$ cat config.mk
export PLATFORM = sky130hd
export DESIGN_NAME = pipeline_controller
export DESIGN_NICKNAME = d
export VERILOG_FILES = /design/src/rtl/pipe_ctrl_pkg.sv /design/src/rtl/hazard_detect.sv /design/src/rtl/pipeline_controller.sv
export SDC_FILE = /design/constraint.sdc
export NUM_CORES = 1
export LEC_CHECK = 0
export BUFFER_PORTS_ARGS = -buffer_cell sky130_fd_sc_hd__buf_2
export CORE_UTILIZATION = 43
export CTS_CLUSTER_SIZE = 28
export DETAILED_ROUTE_END_ITERATION = 10
export HOLD_SLACK_MARGIN = 0.08
export PLACE_DENSITY = 0.81
export SLEW_MARGIN = 20
export SYNTH_ARGS = -nofsm -noshare
export SYNTH_HDL_FRONTEND = slang
export SYNTH_HIERARCHICAL = 1
export SYNTH_SLANG_ARGS = --single-unit
export TNS_END_PERCENT = 20
$ cat constraint.sdc
create_clock -name clk -period 1.7 [get_ports clk]
set_input_delay 0.255 -clock clk [delete_from_list [all_inputs] [get_ports clk]]
set_output_delay 0.255 -clock clk [all_outputs]
set_load 0.01 [all_outputs]
$ cat src/rtl/pipe_ctrl_pkg.sv
// rtl/pipe_ctrl_pkg.sv - shared types and defaults for the pipeline stall/flush controller
package pipe_ctrl_pkg;

  typedef enum logic [1:0] {
    RUN    = 2'd0,
    DRAIN  = 2'd1,
    HALTED = 2'd2
  } ctrl_state_t;

  localparam int DRAIN_CYCLES_DEF = 3;

  typedef logic [3:0] reg_idx_t;

  function automatic logic src_match(input logic used, input reg_idx_t src, input reg_idx_t rd);
    return used && (src == rd);
  endfunction

endpackage

$ cat src/rtl/hazard_detect.sv
// rtl/hazard_detect.sv - combinational load-use hazard between the EX load and the ID sources
module hazard_detect
  import pipe_ctrl_pkg::*;
(
  input  logic       memory_en_ex_i,
  input  logic       memory_we_ex_i,
  input  logic       register_we_ex_i,
  input  logic [3:0] rd_ex_i,
  input  logic [3:0] rs_id_i,
  input  logic [3:0] rt_id_i,
  input  logic       rs_used_id_i,
  input  logic       rt_used_id_i,
  output logic       load_use_o
);

  logic is_load;

  // R0 is hardwired, so a load targeting it never creates a dependency
  assign is_load    = memory_en_ex_i & ~memory_we_ex_i & register_we_ex_i & (rd_ex_i != 4'd0);
  assign load_use_o = is_load & (src_match(rs_used_id_i, rs_id_i, rd_ex_i) |
                                 src_match(rt_used_id_i, rt_id_i, rd_ex_i));

endmodule

$ cat src/rtl/pipeline_controller.sv
// rtl/pipeline_controller.sv - stall/flush sequencer for the five-stage pipeline
// Mealy enables/flushes from state and hazards; registered drain counter and stall counter.
module pipeline_controller
  import pipe_ctrl_pkg::*;
#(
  parameter int DRAIN_CYCLES = DRAIN_CYCLES_DEF,
  parameter int CNT_W        = 16
) (
  input  logic             clk,
  input  logic             rst,
  input  logic             icache_stall,
  input  logic             dcache_stall,
  input  logic             branch_taken_ID,
  input  logic             halt_ID,
  input  logic             memory_en_EX,
  input  logic             memory_we_EX,
  input  logic             register_we_EX,
  input  logic [3:0]       rd_EX,
  input  logic [3:0]       rs_ID,
  input  logic [3:0]       rt_ID,
  input  logic             rs_used_ID,
  input  logic             rt_used_ID,
  output logic             pc_we,
  output logic             IF_ID_we,
  output logic             ID_EX_we,
  output logic             EX_MEM_we,
  output logic             MEM_WB_we,
  output logic             IF_ID_flush,
  output logic             ID_EX_flush,
  output logic             MEM_WB_flush,
  output logic             halted,
  output logic [CNT_W-1:0] stall_count
);

  ctrl_state_t      state_q, state_d;
  logic [1:0]       cnt_q, cnt_d;
  logic [CNT_W-1:0] stall_count_q, stall_count_d;
  logic             load_use;
  logic             front_stall;

  hazard_detect u_hazard_detect (
    .memory_en_ex_i   (memory_en_EX),
    .memory_we_ex_i   (memory_we_EX),
    .register_we_ex_i (register_we_EX),
    .rd_ex_i          (rd_EX),
    .rs_id_i          (rs_ID),
    .rt_id_i          (rt_ID),
    .rs_used_id_i     (rs_used_ID),
    .rt_used_id_i     (rt_used_ID),
    .load_use_o       (load_use)
  );

  assign front_stall = load_use | icache_stall;
  assign stall_count = stall_count_q;

  always_comb begin
    pc_we        = 1'b1;
    IF_ID_we     = 1'b1;
    ID_EX_we     = 1'b1;
    EX_MEM_we    = 1'b1;
    MEM_WB_we    = 1'b1;
    IF_ID_flush  = 1'b0;
    ID_EX_flush  = 1'b0;
    MEM_WB_flush = 1'b0;
    halted       = 1'b0;
    if (rst) begin
      {pc_we, IF_ID_we, ID_EX_we, EX_MEM_we, MEM_WB_we} = 5'b00000;
      {IF_ID_flush, ID_EX_flush, MEM_WB_flush}          = 3'b111;
    end else begin
      case (state_q)
        RUN: begin
          if (dcache_stall) begin
            {pc_we, IF_ID_we, ID_EX_we, EX_MEM_we} = 4'b0000;
            MEM_WB_flush = 1'b1;
          end else if (front_stall) begin
            pc_we       = 1'b0;
            IF_ID_we    = 1'b0;
            ID_EX_flush = 1'b1;
          end else if (branch_taken_ID) begin
            IF_ID_flush = 1'b1;
          end else if (halt_ID) begin
            pc_we       = 1'b0;
            IF_ID_flush = 1'b1;
          end
        end
        DRAIN: begin
          pc_we       = 1'b0;
          IF_ID_flush = 1'b1;
          ID_EX_flush = 1'b1;
          if (dcache_stall) begin
            {IF_ID_we, ID_EX_we, EX_MEM_we} = 3'b000;
            MEM_WB_flush = 1'b1;
          end
        end
        default: begin
          {pc_we, IF_ID_we, ID_EX_we, EX_MEM_we, MEM_WB_we} = 5'b00000;
          halted = 1'b1;
        end
      endcase
    end
  end

  always_comb begin
    state_d       = state_q;
    cnt_d         = cnt_q;
    stall_count_d = stall_count_q;
    case (state_q)
      RUN: begin
        if (!dcache_stall && !front_stall && !branch_taken_ID && halt_ID) begin
          state_d = DRAIN;
          cnt_d   = 2'(DRAIN_CYCLES - 1);
        end
      end
      DRAIN: begin
        // a D-cache miss holds the halt in place, so the countdown freezes with it
        if (!dcache_stall) begin
          if (cnt_q == 2'd0) state_d = HALTED;
          else               cnt_d   = cnt_q - 2'd1;
        end
      end
      default: ;
    endcase
    if (state_q != HALTED && (dcache_stall | front_stall) && stall_count_q != '1)
      stall_count_d = stall_count_q + 1'b1;
  end

  always_ff @(posedge clk or posedge rst) begin
    if (rst) begin
      state_q       <= RUN;
      cnt_q         <= 2'd0;
      stall_count_q <= '0;
    end else begin
      state_q       <= state_d;
      cnt_q         <= cnt_d;
      stall_count_q <= stall_count_d;
    end
  end

endmodule

## Word-level counts from Yosys, hierarchy flattened

Cells that the tools add are included.

| storage, ports and cells | value |
|---|---|
| bits of input ports | 23 |
| logic and storage cells | 77 |
| output and inout port bits | 25 |
| register bits after elaboration | 20 |

| operators by class | value |
|---|---|
| eq/ne operators | 9 |
| reductions and logical operators | 17 |
| bitwise logic cells | 8 |
| $add $sub $neg | 2 |
| mux-type cells | 38 |

Operator list:

| kind | number |
|---|---|
| two-way mux 1 bit | 27 |
| adder 16 x 1 -> 16 bit (second input constant) | 1 |
| inequality test 16 bit (second input constant) | 1 |
| two-way mux 2 bit | 6 |
| inequality test 2 bit (second input constant) | 5 |
| equality test 4 bit | 2 |
| case mux 2 bit (2 select lines) | 2 |
| AND reduction 4 bit | 2 |
| logical AND 1 bit | 7 |
| case mux 1 bit (2 select lines) | 3 |
| bitwise AND 1 bit | 4 |
| logical NOT 2 bit | 2 |
| nonzero test 4 bit | 1 |
| logical NOT 1 bit | 3 |
| bitwise OR 1 bit | 3 |
| equality test 2 x 1 -> 1 bit (second input constant) | 1 |
| nonzero test 2 bit | 1 |
| OR reduction 2 bit | 1 |
| subtractor 2 x 1 -> 2 bit (second input constant) | 1 |
| inverter 1 bit | 1 |

## Logic depth before layout (Yosys ltp)

Gate-level depths: netlist of run 1.

| depth | value |
|---|---|
| word-level depth | 12 |
| depth in mapped cells | 8 |
| depth with buffers taken out | 8 |

## Hierarchy

The synthesis of run 1 kept the hierarchy.

By module, submodules not included:

| module | instances | area each (um^2) | cells an instance |
|---|---|---|---|
| pipeline_controller | 1 | 1116.1 | 115 |
| hazard_detect | 1 | 111.4 | 16 |

## Least setup slack after synthesis of run 1

OpenSTA, ideal clock, no wires.

| timing path | value |
|---|---|
| path type | input -> output |
| from | input rd_EX[0] |
| to | output pc_we |
| path buffers | 0 |
| stages on the path | 4 |
| data required time | 1.445 ns |
| slack | -0.249 ns |
| data arrival time | 1.694 ns |
| path through | o41ai_1 -> a21oi_1 -> or3_2 -> nor4b_1 |

| on the way | value |
|---|---|
| cells in the longest elaborated chain, start to end | 9 |
| elaborated cells between the ends (all ways) | 13 |
| classes of those cells | 2 x eq/ne; 4 x mux; 4 x bitwise; 3 x reduce/logical |

RTL lines:

| element | line | source |
|---|---|---|
| from (decl) | pipeline_controller.sv:18 | `input logic [3:0] rd_EX,` |
| equality test 4 bit | pipe_ctrl_pkg.sv:15 | `return used && (src == rd);` |
| logical AND 1 bit | pipe_ctrl_pkg.sv:15 |  |
| bitwise OR 1 bit | hazard_detect.sv:20 | `assign load_use_o = is_load & (src_match(rs_used_id_i, rs_id_i, rd_ex_i) \|` |
| bitwise AND 1 bit (*) | hazard_detect.sv:20 |  |
| via load_use | pipeline_controller.sv:38 | `logic load_use;` |
| bitwise OR 1 bit (*) | pipeline_controller.sv:53 | `assign front_stall = load_use \| icache_stall;` |
| two-way mux 1 bit (*) | pipeline_controller.sv:75 | `end else if (front_stall) begin` |
| two-way mux 1 bit (*) | pipeline_controller.sv:72 | `if (dcache_stall) begin` |
| two-way mux 1 bit (*) | pipeline_controller.sv:70 | `case (state_q)` |
| two-way mux 1 bit (*) | pipeline_controller.sv:66 | `if (rst) begin` |
| to (decl) | pipeline_controller.sv:23 | `output logic pc_we,` |

Mark *: on every way through the listed nets, which the timed path passes. The rest lies on a longest branch.

## Worst setup path in the final report of run 1

| timing path | value |
|---|---|
| from | input rd_EX[0] |
| to | output IF_ID_flush |

| on the way | value |
|---|---|
| cells in the longest elaborated chain, start to end | 9 |
| elaborated cells between the ends (all ways) | 13 |
| classes of those cells | 2 x eq/ne; 4 x mux; 4 x bitwise; 3 x reduce/logical |

RTL lines:

| element | line | source |
|---|---|---|
| equality test 4 bit | pipe_ctrl_pkg.sv:15 |  |
| logical AND 1 bit | pipe_ctrl_pkg.sv:15 |  |
| bitwise OR 1 bit | hazard_detect.sv:20 |  |
| bitwise AND 1 bit (*) | hazard_detect.sv:20 |  |
| via load_use | pipeline_controller.sv:38 |  |
| bitwise OR 1 bit (*) | pipeline_controller.sv:53 |  |
| two-way mux 1 bit (*) | pipeline_controller.sv:75 |  |
| two-way mux 1 bit (*) | pipeline_controller.sv:72 |  |
| case mux 1 bit (2 select lines) (*) | pipeline_controller.sv:70 |  |
| two-way mux 1 bit (*) | pipeline_controller.sv:66 |  |
| to (decl) | pipeline_controller.sv:28 | `output logic IF_ID_flush,` |

Marks and branches as above.

==> results of run 1 <==
-- state kept, by name (all words and copies together) (netlist names) --
name         flops
stall_count     16
state_q          2
cnt_q            2
-- timing repair --
action                                 CTS  global route
pin swaps                               10            12
setup endpoints to repair                4            16
buffers inserted                         1             0
gates resized for setup                 12            17
hold buffers                             1             0
endpoints found under the hold margin   20             0
-- worst max-delay path: stages --
cell	delay (ns)
buf_8	0.11
o41ai_4	0.38
a21oi_2	0.08
or3_4	0.41
nor2_2	0.12
nor2_1	0.07
o21ai_2	0.10
buf_2	0.14
-- cell usage in the layout, fill, tap and decap left out, types with 2 or more instances in the layout --
master     n
xnor2_1    2
nor4_2     2
xor2_1    21
clkbuf_4   3
nor3_1     6
nor3_2     4
nand2_1    7
buf_4     16
buf_8      3
dfrtp_1   20
nand4_1    4
ha_1       2
buf_2     42
inv_1      4
nor2_2     4
nor2_1    10
and3_1     2
nor4_1     3
nand3_1    8
o21ai_0    5
-- layout make-up --
type / count / area (sq um)
clock inverter: 1 / 30.03
multi-input combinational: 103 / 794.5
fill: 200 / 935.9
tap: 31 / 38.79
inverter: 4 / 15.01
clock buffer: 3 / 22.52
timing repair buffer: 63 / 396.6
sequential: 20 / 500.5
-- report_power, final --
part	switching (mW)	internal (mW)
logic	0.0603	0.0572
clock network	0.157	0.238
registers	0	0.476
-- worst max path at each step --
stage | end | slack [ns]
floorplan | stall_count[4]$_DFFE_PP0P_ | -0.01
global placement | stall_count[4]$_DFFE_PP0P_ | -0.22
detailed placement | stall_count[4]$_DFFE_PP0P_ | -0.29
CTS | pc_we | -0.18
global route | ID_EX_flush | -0.29
finish | IF_ID_flush | -0.22
-- kinds of logic (layout without fill, tap and decap cells) --
logic type,count (synthesis),count (layout)
mux,1,1
compound gates,14,14
simple gates,63,63
flops,20,20
fa+ha+maj,2,2
buf+inv,8,71
xor+xnor,23,23
-- metal layers --
metal / routed length (um) / up-vias
met5: 0 / -
met4: 78 / 0
met3: 96 / 10
met2: 2064 / 31
met1: 1411 / 646
li1: - / 590
==> results.md, run 1 <==
- Status: finished, violations left
- Failing checks: negative setup slack
- Clock root cell: clkbuf_4
- Clock buffer count from CTS: 3
- Post-synth top area share: 40.77%
- Finished Core Util: between 60% and 70%
- Core ar.: approximately 2700 sq um
- Ant diodes: 0
- CTS Sinks: 20
- Setup CP Type: primary input to primary output
- Routed Antenna Nets: 0
- GR Layer Usage met3: between 2 and 2.5%
- Met1 Track Usage GR: 25.57%
- Die Area: 3072 sq um
- Number of placed cells counting well taps: approximately 220
- Xor/xnor share of the synthesized area: around 16%
- Critical Path Fanout Max: 3
- Hold Path Origin: dcache_stall
- R2R setup slack: around 0.040 ns
- Synth Area in Adders: between 2 and 2.5%
- Main combinational cell family by area after synthesis: simple AND/OR/NAND/NOR gates
- Dominant synthesized flop cell: dfrtp_1
- TNS Setup: -0.6988 ns
- Worst reg-to-reg path cell count: 5
- Power Total: 0.9885 mW
- Final Skew: between 0.007 and 0.008 ns
- Placed cell area: around 1600 sq um
- Wirelength per Cell: between 15 and 20 um
- GR Util All Layers: between 20% and 30%
- Dominant cell type by area after synthesis: dfrtp_1
- Max-slew headroom: between 70% and 80%
- Yosys warns: 6
- Number of placed I/O pins: 48
- Syn Nets: 156
- Fin Hold WS: ~0.36 ns
- Hold Path Class: primary input to register
- Min cycle time layout: between 1.5 and 2 ns
- Number of flops mapped to enable cells by yosys: 0
- Post-synth top cells: xor2_1 (21), dfrtp_1 (20), nor2_1 (14), nor3_1 (10), nand3_1 (8)
- Row cnt: 19
- Routed wire length: about 3700 um
- Worst vdd rail ir drop: 347.6 uV
- Setup WS post-layout: -0.2153 ns
- Avg Inst Size Synth: 9.370 sq um
- Worst EP required: 1.44 ns
- Global route hottest layer: met2
- Most frequent cell after synthesis: xor2_1
- Flop and latch count out of synthesis: 20
- CP Launch Point: rd_EX[0]
- Final setup violation count: 6
- Post-Syn Instances: approximately 130
- WP data arrival: approximately 1.7 ns
- Area fraction in compound gates after synthesis: under 10%
- GP Congestion: 0.8932
- Vias: approximately 1.3k
- Cell area after layout: about 1800 sq um
- DRC Markers: 0
- FFs w/ async S/R, synth: 100.0%
- Final Cycle Share: 112.7%
- Clk_lat worst skew: about 0.31 ns
- Slew @ Worst Pin: 0.3165 ns
- Worst slack, placed: -0.2950 ns
- Hold Path Sink: state_q[1]$_DFFE_PP0P_
- Vias per cell: 5.676
- LEAKAGE: a little under 1 nW
- Reg2reg end: stall_count[1]$_DFFE_PP0P_
- CTS tree: done
- Die width: around 55 um
- RSZ-0062 raised after global routing: true
- Simple-Gate Fraction of Synth Area: 29.15%
- Cell area power density: ~550 nW/um^2
- TritonRoute pass-1 iters: 4
- H-Tree Depth: 1
- DR iter-0 viols: 32
- Worst Setup Start Kind: primary input
- Share of cells above drive strength 1: roughly 46%
- Post-route insts no fill: ~230
- Sequential area share after synthesis: about two fifths
- Top post-synthesis cells by area: dfrtp_1 (41%), xor2_1 (15%), nor2_1 (4.3%)
- Multiplexer share of the synthesized area: between 1 and 1.5%
- Synthesized area: about 1200 sq um
- Clock Path Buffers: 2
- Max Slew Vio Count: 0
- Unique masters post-synth: 35
- Area grow syn2layout: 46.48%
- Starting density of the core: 44.90%
- Final Hold Vio Count: 0
- Grt total ovfl: 0
- Met2 Track Usage GR: a little over two fifths
- Fmax: about 0.52 GHz
- Largest net degree at the start of global routing: 21
- RR Startpoint: stall_count[10]$_DFFE_PP0P_
- Number of port buffers: 47
- Worst-path clk slew: ~0.12 ns
- Nets: between 200 and 250
- Critical path endpoint category: primary output
- First-pass GRT wire length: roughly 5500 um
- WHS Path Cells: 3
- # Max-Cap Violations: 0
- Die Y: ~55 um
- Vias in the first global route: about 1.2k
- Initial antenna violation count: 0
- HPWL after detailed placement: 2483 um
(Power assumes the default switching activity.)
==> inputs of run 2 (changes only) <==
--- a/config.mk
+++ b/config.mk
@@ -10,7 +10,7 @@
 export CTS_CLUSTER_SIZE = 28
 export DETAILED_ROUTE_END_ITERATION = 10
 export HOLD_SLACK_MARGIN = 0.08
-export PLACE_DENSITY = 0.81
+export PLACE_DENSITY = 0.78
 export SLEW_MARGIN = 20
 export SYNTH_ARGS = -nofsm -noshare
 export SYNTH_HDL_FRONTEND = slang
==> constraint.sdc (replaced) <==
create_clock -name clk -period 1.96 [get_ports clk]
set_input_delay 0.294 -clock clk [delete_from_list [all_inputs] [get_ports clk]]
set_output_delay 0.294 -clock clk [all_outputs]
set_load 0.01 [all_outputs]
==> run 2 against run 1 <==
  * The flow now finishes without violations
  * Hold slack lost 0.27 ns
  * Clock power down 52%
  * Final area fell by 6.2%
  * Die area stayed put
  * Critical path depth rose by 3
  * Worst setup slack improved by 0.24 ns
  * Combinational power down 9%
  * Routed wire length is 13% lower
  * Critical path type unchanged
  * Highest routed layer unchanged
==> results.md, run 2 (same netlist as run 1, synthesis figures left out) <==
- Status: complete, no violations (was finished, violations left)
- Clock root cell: clkbuf_4 (unchanged)
- Routed Antenna Nets: 0 (unchanged)
- Critical Path Fanout Max: 2 (was 3)
- Clock buffer count from CTS: 3 (unchanged)
- Slew @ Worst Pin: 0.3938 ns (was 0.3165 ns)
- Initial antenna violation count: 0 (unchanged)
- Number of placed I/O pins: 48 (unchanged)
- Worst vdd rail ir drop: 481.5 uV (was 347.6 uV)
- Final setup violation count: 0 (was 6)
- DRC Markers: 0 (unchanged)
- Final Hold Vio Count: 0 (unchanged)
- Number of port buffers: 47 (unchanged)
- Critical path endpoint category: primary output (unchanged)
- Power Total: 0.7084 mW (was 0.9885 mW)
- Area grow syn2layout: 37.41% (was 46.48%)
- Die Area: 3072 sq um (unchanged)
- Share of cells above drive strength 1: 42.39% (was 46.39%)
- Vias: 1,140 (was 1,277)
- TritonRoute pass-1 iters: 5 (was 4)
- Worst slack, placed: -0.1789 ns (was -0.2950 ns)
- CTS tree: done (unchanged)
- Ant diodes: 0 (unchanged)
- RR Startpoint: stall_count[8]$_DFFE_PP0P_ (was stall_count[10]$_DFFE_PP0P_)
- Row cnt: 19 (unchanged)
- Commonest non-fill, non-tap cell in the layout: buf_2 (unchanged)
- Setup WS post-layout: 0.02522 ns (was -0.2153 ns)
- Clk_lat worst skew: 0.29 ns (was 0.31 ns)
- Worst Setup EP: ID_EX_flush (was IF_ID_flush)
- Number of placed cells counting well taps: 210 (was 219)
- Worst reg-to-reg path cell count: 5 (unchanged)
- Vias in the first global route: 1,105 (was 1,202)
- Max-slew headroom: 73.55% (was 78.70%)
- R2R setup slack: 0.19 ns (was 0.04 ns)
- # Max-Cap Violations: 0 (unchanged)
- Core ar.: 2734 sq um (unchanged)
- Worst Setup Start Kind: primary input (unchanged)
- Worst EP required: 1.67 ns (was 1.44 ns)
- Starting density of the core: 44.90% (unchanged)
- Reg2reg end: stall_count[5]$_DFFE_PP0P_ (was stall_count[1]$_DFFE_PP0P_)
- Max reg flops: 16 (unchanged)
- GP Congestion: 0.8493 (was 0.8932)
- Largest net degree at the start of global routing: 21 (unchanged)
- GR Util All Layers: 20.17% (was 22.64%)
- RSZ-0062 raised after global routing: true (unchanged)
- Post-route insts no fill: 215 (was 225)
- Grt total ovfl: 0 (unchanged)
- First-pass GRT wire length: 4933 um (was 5499 um)
- Routed wire length: 3162 um (was 3650 um)
- DR iter-0 viols: 14 (was 32)
- Die Y: 55.43 um (unchanged)
- Die width: 55.43 um (unchanged)
- Clock Path Buffers: 2 (unchanged)
- WP data arrival: 1.64 ns (was 1.66 ns)
- HPWL after detailed placement: 2226 um (was 2483 um)
- Vias per cell: 5.302 (was 5.676)
- Cell area power density: 420.0 nW/um^2 (was 549.8 nW/um^2)
- Final Cycle Share: a little over nine tenths
- CTS Sinks: 20 (unchanged)
- LEAKAGE: 0.9132 nW (was 0.9651 nW)
- Commonest non-fill, non-tap cells in the layout: buf_2 (41), dfrtp_1 (20), xor2_1 (16), nor2_1 (12) (was buf_2 (42), xor2_1 (21), dfrtp_1 (20), buf_4 (16), nor2_1 (10))
- H-Tree Depth: 1 (unchanged)
- Fmax: slightly above 0.5 GHz
- CP Launch Point: rt_ID[1] (was rd_EX[0])
- Hold Path Class: primary input to async pin (was primary input to register)
- CTS Hold Bufs: 0 (was 1)
- Max Slew Vio Count: 0 (unchanged)
- Wirelength per Cell: 14.71 um (was 16.22 um)
- Nets: 211 (was 220)
- Setup CP Type: primary input to primary output (unchanged)
- Final Skew: 0.001079 ns (was 0.007248 ns)
- Min cycle time layout: ~1.9 ns
- Worst-path clk slew: 0.10 ns (was 0.12 ns)
==> run 2: changes by cell type in the layout (fill, tap and decap cells not counted), sizes merged <==
cell | previous run | this run
buf | 62 | 54
bufinv | 1 | 0
dlygate4sd3 | 1 | 0
==> run 2: critical path: stages <==
cell and delay, ns:
buf_6 0.10, xor2_2 0.17, nor3_2 0.21, nand3_1 0.12, a21oi_2 0.16, buf_4 0.14
nor2_4 0.04, nor2_1 0.09, nor2_1 0.06, o21ai_1 0.12, buf_2 0.14
==> run 2: power by group <==
group	switching [mW]	internal, mW
Combinational	0.0549	0.0525
Sequential	0	0.412
Clock	0.117	0.0716
Total	0.172	0.536
==> run 2: per-stage QoR <==
stage	hold slack, ns	cell area (sq um)	TNS (ns)	util, %
after CTS	0.08819	1562	0	57.12
after global placement	0.4164	1516	-1.087	55.47
after floorplan	0.2697	1234	-0.006686	-
after detailed placement	0.4207	1516	-1.829	55.47
final	0.09766	1687	0	61.69
after global routing	0.1038	1687	-0.1985	61.69
==> run 2: what timing repair did <==
item / 4_1_cts / 5_1_grt
setup buffers: 1 / 1
pin swaps: 3 / 16
cloned: 0 / 0
endpoints found under the setup margin: 3 / 10
endpoints found under the hold margin: 0 / 0
resized for setup: 4 / 24
==> run 2: final cells by class <==
class	instances	area, sq um
fill	235	1047
multi-input combinational	103	784.5
sequential	20	500.5
timing repair buffer	54	325.3
tap	31	38.79
clock buffer	3	22.52
inverter	4	15.01
==> run 2: routing by layer <==
metal,part of all wire [%],GRT usage [%]
met1,39,24.43
met2,57,35.11
met3,2.6,5.152
met4,0.92,6.071
met5,0,0
==> run 2: worst min path at each step <==
stage | start | slack [ns] | to | cells after the start
after floorplan | rst | 0.27 | cnt_q[0]$_DFFE_PP0P_ | 1
after global placement | rst | 0.42 | cnt_q[0]$_DFFE_PP0P_ | 3
after detailed placement | rst | 0.42 | state_q[1]$_DFFE_PP0P_ | 3
after CTS | rst | 0.09 | state_q[1]$_DFFE_PP0P_ | 3
after global routing | rst | 0.10 | state_q[1]$_DFFE_PP0P_ | 3
final | rst | 0.1 | state_q[1]$_DFFE_PP0P_ | 3
==> inputs of run 3 (changes only) <==
--- a/config.mk
+++ b/config.mk
@@ -6,6 +6,7 @@
 export NUM_CORES = 1
 export LEC_CHECK = 0
 export BUFFER_PORTS_ARGS = -buffer_cell sky130_fd_sc_hd__buf_2
+export CORE_ASPECT_RATIO = 0.6
 export CORE_UTILIZATION = 43
 export CTS_CLUSTER_SIZE = 28
 export DETAILED_ROUTE_END_ITERATION = 10
==> run 3 against run 2 <==
  * The flow now finishes with violations (design-rule violations, negative setup slack)
  * First-iteration DRC count grew to 7.4 times the previous value
  * Clock skew rose by 0.0020 ns
  * Combinational power about the same
  * Total power is 12% higher
  * Final area rose by 2.4%
  * Worst setup slack lost 0.091 ns
  * Core utilization increased by 4.5 points
  * Non-clock buffer count up 2
  * Clock-buffer cell count is the same
  * Routed wire length rose by 21%
  * Global-route usage up 4.5 points
  * Maximum frequency shrank 4.5%
  * Critical endpoint is now IF_ID_flush
==> results.md, run 3 (same netlist as run 1, synthesis figures left out) <==
- Status: finished, violations left (was complete, no violations)
- Failing checks: design-rule violations, negative setup slack
- Worst-path clk slew: 0.07 ns (was 0.10 ns)
- Psw: 0.1934 mW (was 0.1720 mW)
- Area grow syn2layout: 40.67% (was 37.41%)
- Commonest non-fill, non-tap cells in the layout: buf_2 (42), dfrtp_1 (20), xor2_1 (16), nor2_1 (13), buf_4 (10) (was buf_2 (41), dfrtp_1 (20), xor2_1 (16), nor2_1 (12))
- Wirelength per Cell: 17.50 um (was 14.71 um)
- Min cycle time layout: 2.026 ns (was 1.935 ns)
- Cell area power density: 459.3 nW/um^2 (was 420.0 nW/um^2)
- Critical path endpoint category: primary output (unchanged)
- CP max-delay cell: or3_4 (was nor3_2)
- Die Area: 3079 sq um (was 3072 sq um)
- Largest net degree at the start of global routing: 21 (unchanged)
- # fillers: 185 (was 235)
- WP data arrival: 1.73 ns (was 1.64 ns)
- Nets: 213 (was 211)
- Worst Setup Start Kind: primary input (unchanged)
- First-pass GRT wire length: 5630 um (was 4933 um)
- Max reg flops: 16 (unchanged)
- Number of port buffers: 47 (unchanged)
- Number of placed I/O pins: 48 (unchanged)
- Share of cells above drive strength 1: 43.01% (was 42.39%)
- Clk_lat worst skew: 0.26 ns (was 0.29 ns)
- DRC Markers: 1 (was 0)
- Slew @ Worst Pin: 0.3691 ns (was 0.3938 ns)
- Vias in the first global route: 1,149 (was 1,105)
- Power Total: 0.7930 mW (was 0.7084 mW)
- Die Y: 43.39 um (was 55.43 um)
- Max-slew headroom: 75.17% (was 73.55%)
- CP most frequent cell: nor2_1 (unchanged)
- Routed wire length: 3815 um (was 3162 um)
- Clock buffer count from CTS: 3 (unchanged)
- Final Cycle Share: 103.4% (was 98.71%)
- GR Util All Layers: 24.69% (was 20.17%)
- Critical Path Fanout Max: 3 (was 2)
- LEAKAGE: 0.9276 nW (was 0.9132 nW)
- Routed Antenna Nets: 0 (unchanged)
- Row cnt: 14 (was 19)
- Combinational Power Share: 13.8% (was 15.2%)
- Setup WS post-layout: -0.06567 ns (was 0.02522 ns)
- Grt total ovfl: 0 (unchanged)
- Finished Core Util: 66.16% (was 61.69%)
- Initial antenna violation count: 0 (unchanged)
- CTS Hold Bufs: 0 (unchanged)
- Sequential share of power: 52.0% (was 58.2%)
- Hold Path Class: primary input to async pin (unchanged)
- Final Skew: 0.003047 ns (was 0.001079 ns)
- Vias per cell: 5.688 (was 5.302)
- Setup CP Type: primary input to primary output (unchanged)
- HPWL after detailed placement: 2539 um (was 2226 um)
- Commonest non-fill, non-tap cell in the layout: buf_2 (unchanged)
- Max Slew Vio Count: 0 (unchanged)
- CTS tree: done (unchanged)
- H-Tree Depth: 1 (unchanged)
- Clock network power share: 34.2% (was 26.6%)
- DR iter-0 viols: 103 (was 14)
- Sw Ratio: 24.39% (was 24.28%)
- Core ar.: 2610 sq um (was 2734 sq um)
- Worst vdd rail ir drop: 235.6 uV (was 481.5 uV)
- Starting density of the core: 47.03% (was 44.90%)
- Final setup violation count: 3 (was 0)
- Clock Path Buffers: 2 (unchanged)
- Fmax: 0.4937 GHz (was 0.5169 GHz)
- Die width: 70.98 um (was 55.43 um)
- Final Hold Vio Count: 0 (unchanged)
- TritonRoute pass-1 iters: 8 (was 5)
- Ant diodes: 0 (unchanged)
- Delay of the slowest critical-path stage: 0.43 ns (was 0.21 ns)
- Clock root cell: clkbuf_8 (was clkbuf_4)
- RSZ-0062 raised after global routing: true (unchanged)
- Worst EP required: 1.67 ns (about the same)
- CP top delay family: simple AND/OR/NAND/NOR gates (unchanged)
- Vias: 1,240 (was 1,140)
- WP buf/inv: 2 (was 3)
- Worst path cell trace: buf_4 -> xor2_2 -> nor3_2 -> nand3_1 -> a21oi_2 -> or3_4 -> nor2_1 -> nor2_1 -> o21ai_1 -> buf_2 (was buf_6 -> xor2_2 -> nor3_2 -> nand3_1 -> a21oi_2 -> buf_4 -> nor2_4 -> nor2_1 -> nor2_1 -> o21ai_1 -> buf_2)
- Pint: 0.5996 mW (was 0.5364 mW)
- GP Congestion: 0.8158 (was 0.8493)
- CTS Sinks: 20 (unchanged)
- # Max-Cap Violations: 0 (unchanged)
run 3: worst paths after layout:
| kind | start | end | cells after the start | slack, ns |
|---|---|---|---|---|
| setup reg to reg | stall_count[0]$_DFFE_PP0P_ | stall_count[1]$_DFFE_PP0P_ | 6 | 0.18 |
| min in group clk | dcache_stall | state_q[1]$_DFFE_PP0P_ | 3 | 0.43 |
| max in group asynchronous | rst | stall_count[5]$_DFFE_PP0P_ | 3 | 1.60 |
| hold reg to reg | stall_count[15]$_DFFE_PP0P_ | stall_count[15]$_DFFE_PP0P_ | 1 | 0.49 |
| setup / recovery | rd_EX[0] | IF_ID_flush | 10 | -0.07 |
| hold / removal | rst | stall_count[13]$_DFFE_PP0P_ | 3 | 0.15 |
run 3: per-stage QoR:
step / TNS (ns) / instance area, sq um / std cells / worst slack (ns) / hold WS (ns)
global route: -0.3401 / 1727 / 218 / -0.1378 / 0.1913
detailed placement: -2.637 / 1533 / 213 / -0.2297 / 0.4282
finish: -0.1223 / 1727 / 218 / -0.06567 / 0.1483
global placement: -1.684 / 1533 / 213 / -0.1783 / 0.4169
floorplan: -0.006686 / 1234 / 131 / -0.006686 / 0.2697
CTS: -0.01092 / 1613 / 216 / -0.01092 / 0.1497
run 3: per-layer routing:
layer / part of all wire [%] / GRT usage (%) / up-vias
met5: 0 / 0 / -
met4: 3.5 / 11.20 / 0
met3: 7.0 / 6.977 / 14
met2: 47 / 39.23 / 65
met1: 42 / 32.05 / 596
li1: - / - / 565
run 3: final cells by class:
type	count	area [sq um]	area share (%)
timing repair buffer	56	334.1	19.35
multi-input combinational	103	795.8	46.09
sequential	20	500.5	28.99
clock buffer	3	41.29	2.391
inverter	4	15.01	0.8696
tap	32	40.04	2.319
run 3: timing repair:
| action | 4_1_cts | 5_1_grt |
|---|---|---|
| hold endpoints to repair | 0 | 0 |
| resized for setup | 10 | 18 |
| setup buffers | 0 | 2 |
| setup endpoints to repair | 2 | 18 |
| pin swaps | 6 | 8 |
run 3: power by group through the flow:
stage / Clock, mW / Sequential, mW / Combinational [mW]
after detailed placement: 0 / 0.420 / 0.0797
after global placement: 0 / 0.420 / 0.0764
after CTS: 0.275 / 0.412 / 0.0867
after global routing: 0.290 / 0.412 / 0.117
after floorplan: 0 / 0.420 / 0.0349
final: 0.271 / 0.412 / 0.110
run 3: worst min-delay path: stages:
cell	delay, ns
buf_2	0.13
inv_1	0.09
buf_4	0.28
